<file path="src/rtl/riscv_pkg.sv">
// ============================================================================
// Module   : riscv_pkg
// Brief    : Shared RV32 constants and the IF/ID pipeline register type.
// Revision : 1.0 - initial release
// ============================================================================
`default_nettype none

package riscv_pkg;

    localparam int          XLEN      = 32;
    localparam logic [31:0] INSTR_NOP = 32'h0000_0013;
    localparam logic [31:0] PC_STEP   = 32'd4;

    typedef struct packed {
        logic            valid;
        logic [XLEN-1:0] pc;
        logic [XLEN-1:0] pc4;
        logic [XLEN-1:0] instr;
    } if_id_t;

endpackage

`default_nettype wire

</file>
<file path="src/rtl/fetch_stage_if.sv">
// ============================================================================
// Module   : fetch_stage_if
// Brief    : Control, instruction-memory and IF/ID signals of the fetch stage.
// Revision : 1.0 - initial release
// ============================================================================
`default_nettype none

interface fetch_stage_if;

    logic        stall_i;
    logic        redirect_i;
    logic [31:0] redirect_pc_i;
    logic [31:0] imem_addr_o;
    logic [31:0] imem_data_i;
    logic        if_id_valid_o;
    logic [31:0] if_id_pc_o;
    logic [31:0] if_id_pc4_o;
    logic [31:0] if_id_instr_o;
    logic        misalign_o;
    logic [31:0] misalign_addr_o;

    // Fetch-stage side.
    modport master (
        input  stall_i, redirect_i, redirect_pc_i, imem_data_i,
        output imem_addr_o, if_id_valid_o, if_id_pc_o, if_id_pc4_o,
               if_id_instr_o, misalign_o, misalign_addr_o
    );

    // Hazard logic / instruction memory / decode side.
    modport slave (
        output stall_i, redirect_i, redirect_pc_i, imem_data_i,
        input  imem_addr_o, if_id_valid_o, if_id_pc_o, if_id_pc4_o,
               if_id_instr_o, misalign_o, misalign_addr_o
    );

endinterface

`default_nettype wire

</file>
<file path="src/rtl/fetch_pc_gen.sv">
// ============================================================================
// Module   : fetch_pc_gen
// Brief    : PC register, next-PC select and redirect alignment check.
//            Macro FETCH_MISALIGN_TRAP_EN enables the sticky misalign capture.
// Revision : 1.0 - initial release
// ============================================================================
`default_nettype none

module fetch_pc_gen
    import riscv_pkg::*;
#(
    parameter logic [31:0] RESET_PC = 32'h0000_0000
) (
    input  wire logic        clk,
    input  wire logic        reset,
    input  wire logic        stall,
    input  wire logic        redirect,
    input  wire logic [31:0] redirect_pc,
    output logic      [31:0] pc,
    output logic      [31:0] pc4,
    output logic             misalign,
    output logic      [31:0] misalign_addr
);

    localparam logic [31:0] RESET_PC_ALIGNED = {RESET_PC[31:2], 2'b00};

    logic [31:0] next_pc;

    assign pc4 = pc + PC_STEP;

    always_comb begin
        next_pc = pc;
        if (redirect) begin
            next_pc = {redirect_pc[31:2], 2'b00};
        end else if (!stall) begin
            next_pc = pc4;
        end
    end

    always_ff @(posedge clk or posedge reset) begin
        if (reset) begin
            pc <= RESET_PC_ALIGNED;
        end else begin
            pc <= next_pc;
        end
    end

`ifdef FETCH_MISALIGN_TRAP_EN
    logic        misalign_q;
    logic [31:0] misalign_addr_q;

    // Only the first offending target is kept; the flag stays up until reset.
    always_ff @(posedge clk or posedge reset) begin
        if (reset) begin
            misalign_q      <= 1'b0;
            misalign_addr_q <= 32'h0000_0000;
        end else if (redirect && (redirect_pc[1:0] != 2'b00)) begin
            misalign_q <= 1'b1;
            if (!misalign_q) begin
                misalign_addr_q <= redirect_pc;
            end
        end
    end

    assign misalign      = misalign_q;
    assign misalign_addr = misalign_addr_q;
`else
    logic unused_low_bits;

    assign unused_low_bits = ^redirect_pc[1:0];
    assign misalign        = 1'b0;
    assign misalign_addr   = 32'h0000_0000;
`endif

endmodule

`default_nettype wire

</file>
<file path="src/rtl/fetch_stage.sv">
// ============================================================================
// Module   : fetch_stage
// Brief    : Instruction fetch: PC generation plus the IF/ID pipeline register.
//            Macro FETCH_MISALIGN_TRAP_EN enables misaligned-redirect capture.
// Revision : 1.0 - initial release
// ============================================================================
`default_nettype none

module fetch_stage
    import riscv_pkg::*;
#(
    parameter logic [31:0] RESET_PC  = 32'h0000_0000,
    parameter logic [31:0] NOP_INSTR = INSTR_NOP
) (
    input  wire logic    clk,
    input  wire logic    reset,
    fetch_stage_if.master bus
);

    logic [31:0] pc;
    logic [31:0] pc4;
    if_id_t      if_id;

    fetch_pc_gen #(
        .RESET_PC (RESET_PC)
    ) u_pc_gen (
        .clk           (clk),
        .reset         (reset),
        .stall         (bus.stall_i),
        .redirect      (bus.redirect_i),
        .redirect_pc   (bus.redirect_pc_i),
        .pc            (pc),
        .pc4           (pc4),
        .misalign      (bus.misalign_o),
        .misalign_addr (bus.misalign_addr_o)
    );

    assign bus.imem_addr_o = pc;

    // A redirect squashes the word in flight; pc/pc4 are left as they were.
    always_ff @(posedge clk or posedge reset) begin
        if (reset) begin
            if_id <= '{valid: 1'b0, pc: 32'h0, pc4: 32'h0, instr: NOP_INSTR};
        end else if (bus.redirect_i) begin
            if_id.valid <= 1'b0;
            if_id.instr <= NOP_INSTR;
        end else if (!bus.stall_i) begin
            if_id <= '{valid: 1'b1, pc: pc, pc4: pc4, instr: bus.imem_data_i};
        end
    end

    assign bus.if_id_valid_o = if_id.valid;
    assign bus.if_id_pc_o    = if_id.pc;
    assign bus.if_id_pc4_o   = if_id.pc4;
    assign bus.if_id_instr_o = if_id.instr;

endmodule

`default_nettype wire
</file>
<file path="src/flat_wrapper.sv">
// flat-port wrapper written by rule: the top's interface ports become plain ports
module fetch_stage_flat import riscv_pkg::*;
#(
    parameter logic [31:0] RESET_PC  = 32'h0000_0000,
    parameter logic [31:0] NOP_INSTR = INSTR_NOP
)
  (clk, reset, bus_stall_i, bus_redirect_i, bus_redirect_pc_i, bus_imem_data_i, bus_imem_addr_o, bus_if_id_valid_o, bus_if_id_pc_o, bus_if_id_pc4_o, bus_if_id_instr_o, bus_misalign_o, bus_misalign_addr_o);
  fetch_stage_if bus_i ();
  input  wire logic clk;
  input  wire logic reset;
  input wire logic [$bits(bus_i.stall_i)-1:0] bus_stall_i;
  input wire logic [$bits(bus_i.redirect_i)-1:0] bus_redirect_i;
  input wire logic [$bits(bus_i.redirect_pc_i)-1:0] bus_redirect_pc_i;
  input wire logic [$bits(bus_i.imem_data_i)-1:0] bus_imem_data_i;
  output wire logic [$bits(bus_i.imem_addr_o)-1:0] bus_imem_addr_o;
  output wire logic [$bits(bus_i.if_id_valid_o)-1:0] bus_if_id_valid_o;
  output wire logic [$bits(bus_i.if_id_pc_o)-1:0] bus_if_id_pc_o;
  output wire logic [$bits(bus_i.if_id_pc4_o)-1:0] bus_if_id_pc4_o;
  output wire logic [$bits(bus_i.if_id_instr_o)-1:0] bus_if_id_instr_o;
  output wire logic [$bits(bus_i.misalign_o)-1:0] bus_misalign_o;
  output wire logic [$bits(bus_i.misalign_addr_o)-1:0] bus_misalign_addr_o;
  assign bus_i.stall_i = bus_stall_i;
  assign bus_i.redirect_i = bus_redirect_i;
  assign bus_i.redirect_pc_i = bus_redirect_pc_i;
  assign bus_i.imem_data_i = bus_imem_data_i;
  assign bus_imem_addr_o = bus_i.imem_addr_o;
  assign bus_if_id_valid_o = bus_i.if_id_valid_o;
  assign bus_if_id_pc_o = bus_i.if_id_pc_o;
  assign bus_if_id_pc4_o = bus_i.if_id_pc4_o;
  assign bus_if_id_instr_o = bus_i.if_id_instr_o;
  assign bus_misalign_o = bus_i.misalign_o;
  assign bus_misalign_addr_o = bus_i.misalign_addr_o;
  fetch_stage #(.RESET_PC(RESET_PC), .NOP_INSTR(NOP_INSTR)) u_core (.clk(clk), .reset(reset), .bus(bus_i));
endmodule
</file>
<file path="config.mk">
export PLATFORM = sky130hd
export DESIGN_NAME = fetch_stage_flat
export DESIGN_NICKNAME = d
export VERILOG_FILES = /design/src/rtl/riscv_pkg.sv /design/src/rtl/fetch_stage_if.sv /design/src/rtl/fetch_pc_gen.sv /design/src/rtl/fetch_stage.sv /design/src/flat_wrapper.sv
export SDC_FILE = /design/constraint.sdc
export NUM_CORES = 1
export LEC_CHECK = 0
export ABC_AREA = 1
export CAP_MARGIN = 20
export CORE_ASPECT_RATIO = 1.2
export CORE_MARGIN = 8
export CORE_UTILIZATION = 40
export CTS_BUF_LIST = sky130_fd_sc_hd__clkbuf_4 sky130_fd_sc_hd__clkbuf_8 sky130_fd_sc_hd__clkbuf_16
export DETAILED_ROUTE_END_ITERATION = 8
export PLACE_DENSITY = 0.73
export SLEW_MARGIN = 5
export SYNTH_ARGS = -nofsm -noshare
export SYNTH_HDL_FRONTEND = slang
export SYNTH_SLANG_ARGS = --single-unit
</file>
<file path="constraint.sdc">
create_clock -name clk -period 4.37 [get_ports clk]
set_clock_uncertainty 0.15 [all_clocks]
set_input_delay 0.437 -clock clk [delete_from_list [all_inputs] [get_ports clk]]
set_output_delay 0.437 -clock clk [all_outputs]
set_load 0.005 [all_outputs]
</file>
### Word level (Yosys, flattened, before mapping)

Cells that the tools add are included.

* $add $sub $neg: 1
* multiplexer cells: 5
* reduce and logical (&&, ||, !) cells: 1
* bitwise gates (word level): 2
* equal/unequal tests: 1

Operators with widths (number)
* 2-to-1 mux 97 bit: 1
* 2-to-1 mux 32 bit: 3
* adder 32 x 3 -> 32 bit, second input constant: 1
* != test 2 x 1 -> 1 bit, second input constant: 1
* NOT 1 bit: 2
* AND reduction 2 bit: 1
* 2-to-1 mux 1 bit: 1

* output and inout port bits: 162
* register bits after elaboration: 129
* input port bits: 68

### Depth between registers and ports, before layout

Gate-level depths: netlist (run 1).

* depth after elaboration: 3
* depth in mapped cells: 9

### By module

A second synthesis (run 1) with hierarchy kept.

* cell total of the unflattened synthesis: 816
* area, all modules: 6424.9 um2

By module, submodules not included
* fetch_stage: cells an instance 416, area an instance 3752.3 um2, times used 1
* fetch_pc_gen: cells an instance 400, area an instance 2672.6 um2, times used 1

### Worst setup path after synthesis (run 1)

Ideal clock, no wire load.

* path type: register to register
* start point: register u_core.u_pc_gen.pc[3]
* end point: register u_core.if_id, in the netlist u_core.bus.if_id_pc4_o[22]
* required time: 4101 ps
* slack: 2849 ps
* data arrival time: 1251 ps
* cell stages (with the launch flop): 9
* path buffers: 0
* library setup time: 119 ps
* cells stage by stage: dfrtp_1 ha_1 nand2_1 nor2_2 nand2_4 nor2_4 nand3_1 nand3_1 nand2_1

* cells in the longest elaborated chain, start to end: 1

Ends and longest elaborated chain
* from (decl): RTL line fetch_pc_gen.sv:19 `output logic [31:0] pc,`
* from (signal assigned): RTL line fetch_pc_gen.sv:44 `pc <= next_pc;`
* adder 32 x 3 -> 32 bit: RTL line fetch_pc_gen.sv:29 `assign pc4 = pc + PC_STEP;`
* to (signal assigned): RTL line fetch_stage.sv:43 `if_id <= '{valid: 1'b0, pc: 32'h0, pc4: 32'h0, instr: NOP_INSTR};`
* to (signal assigned): RTL line fetch_stage.sv:48 `if_id <= '{valid: 1'b1, pc: pc, pc4: pc4, instr: bus.imem_data_i};`
* to (decl): RTL line fetch_stage.sv:22 `if_id_t if_id;`

Every way passes these cells.
A chain may end at the register's enable or synchronous reset.

### Worst setup path in the final report (run 1)

* start point: input bus_redirect_i
* end point: register u_core.if_id, in the netlist u_core.bus.if_id_instr_o[13]

* cells in the longest elaborated chain, start to end: 1

Ends and longest elaborated chain
* from (decl): RTL line flat_wrapper.sv:12 `input wire logic [$bits(bus_i.redirect_i)-1:0] bus_redirect_i;`
* != test 2 x 1 -> 1 bit (no source line) or 2-to-1 mux 32 bit (tied branches)

Parallel ways exist; a longest one is shown, timed or not.

==> results_dict.tcl, run 1 <==
set metrics [dict create \
    ant_nets 0 \
    rows 47 \
    required_ns 4.51 \
    root_buffer "clkbuf_16" \
    fmax_ghz 0.379 \
    htree_levels 4 \
    avgViaCountPerCell 4.70 \
    synth_area_leaders "dfrtp_1, nand2_1, buf_4" \
    max_stage_delay_ns 0.56 \
    setup_slack_ns 1.73 \
    cp_cell_sequence "clkdlybuf4s50_1, buf_4, inv_2, nand2_1, inv_2, a22o_1" \
    start_kind "input port" \
    crit_arrival_ns 2.78 \
    ir_worst_vdd_mv 0.217 \
    yosysTopAreaCell "dfrtp_1" \
    cts_tree "yes" \
    rsz0062_at_grt "false" \
    crit_top_cell "inv_2" \
    drive_gt1_share_pct 7.31 \
    fin_crit_sh_pct 60.4 \
    fp.dieW_um 125 \
    hp-class "in2async" \
    hpwl_um 12500 \
    clk_latency_ns 0.41 \
    synth_seq_cells 123 \
    powerDensity_nw_per_um2 412 \
    critical_path_peak_fanout 43 \
    place_congestion 0.844 \
    grt_pass1_wl_um 27400 \
    die-area_um2 18300 \
    path_class "in2reg" \
    netlist_instances 665 \
    num-fill-cells 1277 \
    yosys.area.top_type_share_pct 52.7 \
    fin_crit_ns 2.64 \
    finalSetupViolations 0 \
    yosysMostFrequentCell "nand2_1" \
    cts.reportedPaths.clkPinSlew_ns 0.05 \
    end_kind "flop" \
    drv_cap 0 \
    fin_nets 921 \
    wl_per_cell_um 16.6 \
    initial_core_util_pct 41.0 \
    synth_area_um2 5690 \
    clk_path_buf_depth 2 \
    numCtsBuffers 17 \
    ys.flop_type "dfrtp_1" \
    drc 0 \
    drv_slew 0 \
    grtUsageTotal_pct 18.9 \
    critPathTopFamily "buffers and inverters" \
    grt-ovfl-total 0 \
    critPathSlowestCell "nand2_1" \
    die_h_um 147 \
    status "finished clean" \
    avgSynthCellArea_um2 8.56 \
    path_buf_inv 4 \
    tightest_slew_ns 0.806 \
    finalHoldViolations 0 \
    post_cts_buffers 0 \
    port_buffers 188 \
    vias 4852 \
    cts_hold_buf 0 \
    design.core.area_um2 13900 \
    fin_setup_tns_ns 0 \
    dp_slack_ns 1.25 \
    antenna_found_initial 0 \
    slew_headroom_pct 46.2 \
    finalWirelength_um 17200 \
    num_antenna_cells 0 \
    first_pass_iters 5 \
    grt_max_degree 64 \
    area_delta_synth_final_pct 43.2 \
    drt_iter0_drc 346 \
    whs_ns 0.318 \
    synth_edf_count 0 \
    grt_pass1_vias 4964 \
    leakage_nw 3.84 \
    ios 230 \
    cts.sink_count 123 \
    yosys_warnings 0 \
    synth_cell_types 24 \
    cts-resized-gates 0 \
    synth_commonest_cells "nand2_1, dfrtp_1, nand3_1, o21ai_0, inv_1" \
    yosysSeqAreaShare_pct 54.1 \
    async_flop_share_pct 100 \
]
[path summary, 6_finish.rpt]
| kind | to | depth (start not counted) | start | slack, ns |
|---|---|---|---|---|
| max in group asynchronous | u_core.bus.if_id_instr_o[29] | 3 | reset | 2.79 |
| min in group clk | u_core.bus.if_id_pc_o[8] | 2 | u_core.bus.if_id_pc_o[8] | 0.32 |
| worst min-delay path | u_core.bus.if_id_instr_o[24] | 2 | reset | 0.32 |
| worst min register to register | u_core.bus.if_id_pc_o[8] | 2 | u_core.bus.if_id_pc_o[8] | 0.32 |
| worst max-delay path | u_core.bus.if_id_instr_o[13] | 6 | bus_redirect_i | 1.73 |
| worst max register to register | u_core.u_pc_gen.pc[16] | 8 | u_core.u_pc_gen.pc[2] | 2.54 |
[worst register-to-register path, delay by kind of cell (launching register included)]
| kind | cells | cell delay [ns] |
|---|---|---|
| adder cells (fa/ha/maj) | 1 | 0.20 |
| buffers and inverters | 1 | 0.11 |
| flip-flops | 1 | 0.42 |
| AND/OR/NAND/NOR | 6 | 0.83 |
[cell type report]
class	count	area, um2	area share, %
well taps	171	214	2.62
flip-flops and latches	123	3080	37.8
repair buffers	194	1930	23.6
clock inverters	7	92.6	1.14
clock buffers	22	482	5.91
multi-input cells	467	2170	26.6
inverters	49	186	2.29
[sequential cells by signal, summed over array words and instances, names as in the netlist]
| signal | flops |
|---|---|
| u_core.bus.if_id_instr_o | 32 |
| u_core.u_pc_gen.pc | 30 |
| u_core.bus.if_id_valid_o | 1 |
| u_core.bus.if_id_pc_o | 30 |
| u_core.bus.if_id_pc4_o | 30 |
[layout by cell type (no fill, tap or decap), drive strengths merged]
master / count
dfrtp: 120
clkdlybuf4s50: 188
bufinv: 2
o211ai: 2
inv: 49
buf: 6
nand2: 242
clkbuf: 22
nor2: 44
a22o: 29
a21oi: 3
o21ai: 48
dfstp: 3
ha: 1
conb: 39
clkinvlp: 3
clkinv: 2
o22a: 3
and2: 2
xnor2: 3
nand3: 51
[power by group]
part	total (mW)	switching [mW]	internal, mW	leakage [nW]
registers	1.37	0.100	1.27	1.55
clock network	1.37	0.482	0.884	0.277
logic	0.623	0.271	0.352	2.01
[stage by stage]
step           utilization [%]  total power, mW  instance area, um2  std cells
2_1_floorplan                -             1.63                5840        703
3_3_place_gp              54.6             2.01                7580       1004
3_5_place_dp              54.6             2.02                7580       1004
4_1_cts                   58.7             3.40                8150       1033
5_1_grt                   58.7             3.52                8150       1033
6_report                  58.7             3.36                8150       1033
[logic make-up after synthesis]
family                     Yosys count  share of synthesized area (%)
AOI/OAI and AO/OA                   85                           9.67
xor gates and xnor gates             3                          0.462
adders and majority gates            1                          0.220
buffers and inverters              113                           10.3
DFF                                123                           54.1
other                                1                         0.0659
and+or+nand+nor                    339                           25.2
[metal layers]
metal  up-vias  share of wire [%]  wire length, um  global-route usage, %
met5         -                  0                0                      0
met4         0                2.3              393                   8.36
met3        22                8.2             1400                   7.24
met2       172                 47             8140                   30.1
met1      2241                 42             7220                   22.4
li1       2417                  -                -                      -
Note: power is estimated with default switching activity, not from simulation.
==> inputs of run 2 (changes only) <==
- clock period: 4.37 -> 2.6 ns (I/O delays scaled with it)
==> results_dict.tcl, run 2 (synthesis results as in run 1) <==
set metrics [dict create \
    cts_hold_buf 0 \
    rsz0062_at_grt "false" \
    cts.sink_count 123 \
    drive_gt1_share_pct 7.84 \
    cts_tree "yes" \
    status "finished clean" \
    fin_setup_tns_ns 0 \
    fin_crit_ns 1.93 \
    final_cell_mix "nand2_1, clkdlybuf4s50_1, dfrtp_1, nand3_1, o21ai_0" \
    drt_iter0_drc 250 \
    path_class "reg2out" \
    fp.dieW_um 125 \
    final-seq-area_um2 3080 \
    final-instance-count-excl-fill 1038 \
    path_buf_inv 1 \
    die_h_um 147 \
    final_common_cell "nand2_1" \
    numCtsBuffers 17 \
    fmax_ghz 0.519 \
    cts-resized-gates 0 \
    place_congestion 0.804 \
    hp-class "in2async" \
    hpwl_um 12400 \
    drc 0 \
    cp_cell_sequence "clkdlybuf4s50_1" \
    fin_nets 923 \
    num-fill-cells 1228 \
    cts.reportedPaths.clkPinSlew_ns 0.06 \
    clk_path_buf_depth 2 \
    grtUsageTotal_pct 19.2 \
    antenna_found_initial 0 \
    largest_register_ffs 32 \
    tightest_slew_ns 0.840 \
    wl_per_cell_um 16.4 \
    ir_worst_vdd_mv 0.374 \
    finalWirelength_um 17000 \
    num_antenna_cells 0 \
    slew_headroom_pct 43.9 \
    design.core.area_um2 13900 \
    critPathSlowestCell "clkdlybuf4s50_1" \
    required_ns 2.19 \
    power.total_mw 5.69 \
    drv_cap 0 \
    htree_levels 4 \
    powerDensity_nw_per_um2 693 \
    finalSetupViolations 0 \
    initial_core_util_pct 41.0 \
    vias 4861 \
    clk_latency_ns 0.42 \
    regToRegSetupSlack_ns 0.75 \
    area_delta_synth_final_pct 44.2 \
    ant_nets 0 \
    placed_cells 1006 \
    start_kind "flop" \
    root_buffer "clkbuf_16" \
    end_kind "output port" \
    utilization_pct 59.2 \
    port_buffers 188 \
    avgViaCountPerCell 4.68 \
    whs_ns 0.167 \
    crit_arrival_ns 1.52 \
    grt_pass1_wl_um 27600 \
    drv_slew 0 \
    grt-ovfl-total 0 \
    finalHoldViolations 0 \
    critPathTopFamily "buffers and inverters" \
    rows 47 \
    max_stage_delay_ns 0.58 \
    die-area_um2 18300 \
    grt_pass1_vias 4957 \
    first_pass_iters 4 \
    post_cts_buffers 0 \
    critical_path_peak_fanout 7 \
    leakage_nw 3.87 \
    multi_input_area_um2 2170 \
    fin_crit_sh_pct 74.2 \
    ios 230 \
    grt_max_degree 88 \
]
-- run 2: worst paths after layout --
| path | start | to | cells past startpoint |
|---|---|---|---|
| worst max-delay path | u_core.u_pc_gen.pc[7] | bus_imem_addr_o[7] | 1 |
| worst min register to register | u_core.bus.if_id_pc_o[3] | u_core.bus.if_id_pc_o[3] | 2 |
| min in group clk | bus_redirect_pc_i[6] | u_core.u_pc_gen.pc[6] | 3 |
| worst max register to register | u_core.u_pc_gen.pc[3] | u_core.bus.if_id_pc4_o[24] | 8 |
| max in group asynchronous | reset | u_core.bus.if_id_instr_o[0] | 3 |
| worst min-delay path | reset | u_core.bus.if_id_pc4_o[11] | 3 |
-- run 2: cell type report --
| class | instances | area share [%] |
|---|---|---|
| Clock buffer | 24 | 6.05 |
| Clock inverter | 8 | 1.13 |
| Multi-Input combinational cell | 467 | 26.4 |
| Timing Repair Buffer | 196 | 24.0 |
| Inverter | 49 | 2.29 |
| Sequential cell | 123 | 37.5 |
| Tap cell | 171 | 2.61 |
-- run 2: power by group --
part	switching, mW	internal (mW)
Clock	0.811	1.52
Sequential	0.169	2.14
Combinational	0.456	0.597
-- run 2: through the flow --
stage	cell area [um2]	setup WS, ns
global placement	7620	0.451
global route	8210	0.580
finish	8210	0.672
floorplan	5840	0.681
CTS	8210	0.662
detailed placement	7620	0.444
-- run 2: routing by layer --
layer,global-route usage [%],wire [um]
met5,0,0
met2,30.8,8220
met1,22.2,7150
met3,7.93,1290
met4,7.87,348
